===== config.mk =====
export PLATFORM = sky130hd
export DESIGN_NAME = btn_cmd_ctrl
export DESIGN_NICKNAME = d
export VERILOG_FILES = /design/src/rtl/btn_cmd_ctrl.sv
export SDC_FILE = /design/constraint.sdc
export NUM_CORES = 1
export LEC_CHECK = 0
export BUFFER_PORTS_ARGS = -buffer_cell sky130_fd_sc_hd__buf_2
export CAP_MARGIN = 40
export CORE_ASPECT_RATIO = 0.5
export CORE_UTILIZATION = 61
export DETAILED_ROUTE_END_ITERATION = 12
export PLACE_DENSITY = 0.79
export SYNTH_ARGS = -nofsm -noshare
export SYNTH_HDL_FRONTEND = slang
export SYNTH_SLANG_ARGS = --single-unit

===== constraint.sdc =====
create_clock -name clk -period 2.35 [get_ports clk]
set_input_delay 0.705 -clock clk [delete_from_list [all_inputs] [get_ports clk]]
set_output_delay 0.705 -clock clk [all_outputs]
set_load 0.01 [all_outputs]

===== src/rtl/btn_cmd_ctrl.sv =====
// Push-button front end for counter_top: sync, debounce, press-edge detect, arbitration.
// Define BTN_LONGPRESS_RST_EN to turn a long stop hold into one extra cnt_rst command.
module btn_cmd_ctrl #(
  parameter logic [15:0] DB_CYCLES      = 16'd50000,
  parameter logic        BTN_ACTIVE_LOW = 1'b0,
  parameter logic [23:0] LONG_CYCLES    = 24'd5000000
) (
  input  logic       clk,
  input  logic       rst,
  input  logic       btn_start_raw,
  input  logic       btn_stop_raw,
  input  logic       btn_rst_raw,
  output logic       cnt_start,
  output logic       cnt_stop,
  output logic       cnt_rst,
  output logic [2:0] btn_level
);

  localparam int CW = $clog2(DB_CYCLES + 1);
  localparam logic [CW-1:0] DB_LAST = CW'(DB_CYCLES - 16'd1);

  logic [2:0]    w_raw;
  logic [2:0]    r_sync1;
  logic [2:0]    r_sync2;
  logic [2:0]    w_norm;
  logic [CW-1:0] r_db_cnt [3];
  logic [2:0]    r_level;
  logic [2:0]    r_level_d;
  logic [2:0]    w_press;
  logic [2:0]    w_cmd;
  logic [2:0]    r_cmd;
  logic          w_long_evt;

  // Channel order everywhere is {rst, stop, start}.
  assign w_raw   = {btn_rst_raw, btn_stop_raw, btn_start_raw};
  assign w_norm  = r_sync2 ^ {3{BTN_ACTIVE_LOW}};
  assign w_press = r_level & ~r_level_d;

  always_ff @(posedge clk) begin
    if (!rst) begin
      r_sync1   <= {3{BTN_ACTIVE_LOW}};
      r_sync2   <= {3{BTN_ACTIVE_LOW}};
      r_level   <= 3'b000;
      r_level_d <= 3'b000;
      r_cmd     <= 3'b000;
      for (int i = 0; i < 3; i++) begin
        r_db_cnt[i] <= '0;
      end
    end else begin
      r_sync1   <= w_raw;
      r_sync2   <= r_sync1;
      r_level_d <= r_level;
      r_cmd     <= w_cmd;
      // Any cycle agreeing with the current level restarts the stability count.
      for (int i = 0; i < 3; i++) begin
        if (w_norm[i] != r_level[i]) begin
          if (r_db_cnt[i] == DB_LAST) begin
            r_level[i]  <= ~r_level[i];
            r_db_cnt[i] <= '0;
          end else begin
            r_db_cnt[i] <= r_db_cnt[i] + 1'b1;
          end
        end else begin
          r_db_cnt[i] <= '0;
        end
      end
    end
  end

`ifdef BTN_LONGPRESS_RST_EN
  localparam int LW = $clog2(LONG_CYCLES + 1);
  localparam logic [LW-1:0] LONG_MAX = LW'(LONG_CYCLES);
  localparam logic [LW-1:0] LONG_PRE = LW'(LONG_CYCLES - 24'd1);

  logic [LW-1:0] r_long_cnt;
  logic          r_long_fired;

  // Event fires in the cycle the counter steps onto LONG_MAX, so the pulse lands on that edge.
  assign w_long_evt = r_level[1] & ~r_long_fired & (r_long_cnt == LONG_PRE);

  always_ff @(posedge clk) begin
    if (!rst) begin
      r_long_cnt   <= '0;
      r_long_fired <= 1'b0;
    end else if (!r_level[1]) begin
      r_long_cnt   <= '0;
      r_long_fired <= 1'b0;
    end else begin
      if (r_long_cnt != LONG_MAX) begin
        r_long_cnt <= r_long_cnt + 1'b1;
      end
      if (w_long_evt) begin
        r_long_fired <= 1'b1;
      end
    end
  end
`else
  logic w_unused_long;
  assign w_unused_long = ^LONG_CYCLES;
  assign w_long_evt    = 1'b0;
`endif

  // Same-cycle events: rst > stop > start; losers are dropped.
  always_comb begin
    w_cmd = 3'b000;
    if (w_press[2] || w_long_evt) begin
      w_cmd = 3'b100;
    end else if (w_press[1]) begin
      w_cmd = 3'b010;
    end else if (w_press[0]) begin
      w_cmd = 3'b001;
    end
  end

  assign cnt_start = r_cmd[0];
  assign cnt_stop  = r_cmd[1];
  assign cnt_rst   = r_cmd[2];
  assign btn_level = r_level;

endmodule

==> results.md <==
* CTS Root Cell: clkbuf_8
* Status: finished clean
* WL final at roughly 5100 µm
* Die area at ~0.0054 mm²
* Std-Cell Core Area at 0.00464 mm²
* Switch share at 21.4%
* Max Slew Vio Count at 0
* CTS tree: done
* Clock skew at approximately 0.0068 ns
* Clock-pin slew on the worst setup and hold paths at 0.07 ns
* Fraction of layout instances using a drive strength above 1 at 11.1%
* FF-to-FF path depth at 4
* Cell-internal power at 1760 µW
* CTS Hold Bufs at 0
* Startpoint types: flop
* Starting DRT DRC Count at 86
* Combinational Power Share at ~4.5%
* Max clock buf depth at 2
* Drt first pass iters at 4
* Max H-tree Level at 3
* Total track usage at 22.1%
* Fmax at 0.450 GHz
* Cell area after layout at roughly 0.0036 mm²
* Reg2reg end: r_db_cnt[2][6]
* Mapped Avg Cell Area at roughly 11 µm²
* Switching Power at 479 µW
* Placed inst area at 0.00347 mm²
* Crit Path Category: flop to flop
* Setup Buffers After CTS at 0
* First-pass GRT wire length at approximately 8700 µm
* Critical R2R Launch: r_db_cnt[2][13]
* Leakage at 0.00138 µW
* Unique masters post-synth at 36
* Antenna cell count at 0
* Final setup fails at 0
* Hold Path Sink: r_cmd[0]
* Total CTS buffers at 9
* Initial antenna violation count at 0
* IO Port Bufs at 10
* MaxCap Viol Count at 0
* Worst hold path startpoint: r_level_d[0]
* Cell area power density at 613 mW/mm²
* Max FO, Critical Path at 15
* Setup TNS at 0 ns
* Worst Setup End Kind: flop
* Total gr overflow at 0
* WHS at 0.398 ns
* Hpwl dp at 3730 µm
* Initial Util at about 67%
* Die Ht at 52.5 µm
* PnR worst setup slack at 0.129 ns
* Worst path required time at around 2.4 ns
* Register area share after synthesis at around 56%
* Number of filler cells placed in the layout at 331
* Clock latency on the worst-skew pair at 0.33 ns
* FP Rows at 17
* Die W at 103 µm
* Seq pwr share at 57.1%
* Area Overhead vs Synth at 17.4%
* Clock network power share at 38.3%
* Yosys warns at 0
* HP Class: flop to flop
* Final Hold Vio Count at 0
* Worst EP arrival at 2.30 ns
* DRC at 0
* Yosys reg bits at 63
* Largest net degree at the start of global routing at 18
* Number of global-route vias before repair at ~2.1k
* Fin nets at approximately 360
* GP Congestion at 0.904
* Unrepaired setup endpoints after global routing: false
* Via/cell ratio at 5.14
* Vias post-DR at 2188
* DR WL/cell at 12.0 µm
* Clock sinks at 63
* Hold path depth at 1
* Period utilisation layout at 94.5%
* Post-CTS sizing at 0
* Maximum VDD drop at 0.000419 V
* R2r setup slk at 0.13 ns
* IO Pins at 11
* Min cycle time layout at 2.22 ns
* Pre-CTS setup slack at 0.127 ns
* Syn Std Cell Area at 0.00311 mm²
* Detail Route Antenna Nets at 0
* Syn Inst Count at 282
power by group through the flow:
stage | combinational (µW) | sequential [µW] | clock [µW]
after detailed placement | 98.4 | 1300 | 0
after floorplan | 70.8 | 1290 | 0
after CTS | 99.5 | 1280 | 874
after global placement | 95.8 | 1300 | 0
after global routing | 115 | 1280 | 919
final | 102 | 1280 | 858
synth_stat cells:
cell	number	share of area (%)
nor3_1	5	0.81
inv_1	7	0.85
nor3b_1	1	0.24
and3b_1	1	0.28
or4_1	5	1.2
nor4b_1	1	0.28
clkbuf_1	3	0.36
a21oi_1	2	0.32
o31ai_1	2	0.48
edfxtp_1	48	46
xor2_1	19	5.4
and2_1	8	1.6
nor4_1	7	1.4
ha_1	3	1.2
nand3_2	2	0.64
nand4b_1	2	0.56
or4b_1	1	0.32
or4bb_1	1	0.36
nor2_1	54	6.5
or2_2	1	0.20
nand2_1	15	1.8
or4b_2	1	0.32
nand4_1	13	2.6
conb_1	1	0.12
nand2b_1	1	0.20
o211ai_4	1	0.68
dfxtp_1	15	9.7
or4_4	2	0.72
mux2i_1	3	0.97
and3_1	5	1.0
xnor2_1	24	6.8
buf_4	1	0.24
buf_6	2	0.72
nor2b_1	5	1.0
nand3_1	16	2.6
and4_1	4	1.1
area by class of cell:
type	instances	area (µm²)	share of cell area [%]
Inverter	7	26.3	0.720
Multi-Input combinational cell	253	1470	40.4
Clock buffer	10	128	3.50
Timing Repair Buffer	21	145	3.98
Clock inverter	6	51.3	1.41
Sequential cell	63	1740	47.7
Tap cell	66	82.6	2.26
logic make-up after synthesis:
group	share of synthesized area, %
XOR/XNOR	12.1
other	0.121
adder cells (fa/ha/maj)	1.21
multiplexers	0.967
AND/OR/NAND/NOR	25.9
buffers and inverters	2.17
AO/OA/AOI/OAI	1.49
flip-flops	56.1
sequential cells by signal, summed over array words and instances (netlist names):
name,flops
r_db_cnt,48
btn_level,3
r_cmd,3
r_sync2,3
r_sync1,3
r_level_d,3
worst max-delay path, cell delays in order, from the launching register on:
cell and delay (ns):
edfxtp_1 0.40, or4b_2 0.68, or4_4 0.51, nand3_2 0.26, nor2_1 0.10
worst max path at each step:
stage	startpoint	end	slack, ns	depth (start not counted)
detailed placement	r_db_cnt[2][13]	r_db_cnt[2][6]	0.13	4
floorplan	r_db_cnt[1][12]	r_db_cnt[1][8]	0.20	5
global placement	r_db_cnt[1][12]	r_db_cnt[1][15]	0.19	5
CTS	r_db_cnt[2][13]	r_db_cnt[2][6]	0.12	4
finish	r_db_cnt[2][13]	r_db_cnt[2][6]	0.13	4
global route	r_db_cnt[2][13]	r_db_cnt[2][3]	0.06	4
metrics by stage:
step	power (µW)	util, %	cells
after global routing	2320	78.7	426
after detailed placement	1400	74.8	410
final	2240	78.7	426
after global placement	1390	74.8	410
after CTS	2250	78.7	426
after floorplan	1360	-	329
cell usage in the layout (no fill, tap or decap), types with 7 or more instances in the layout:
master	count
and2_1	8
buf_2	10
buf_4	10
clkbuf_8	9
conb_1	48
dfxtp_1	15
edfxtp_1	48
inv_1	7
nand2_1	15
nand3_1	16
nand4_1	13
nor2_1	54
nor4_1	7
xnor2_1	24
xor2_1	19
metal layers:
metal / wire length (µm) / global-route usage (%) / up-vias / part of all wire, %
met4: 72 / 5.63 / 0 / 1.4
met1: 2270 / 23.6 / 1048 / 45
li1: - / - / 1107 / -
met2: 2590 / 41.3 / 24 / 51
met3: 166 / 8.80 / 9 / 3.3
met5: 0 / 0 / - / 0
No activity file was read; power rests on OpenSTA's default activity.
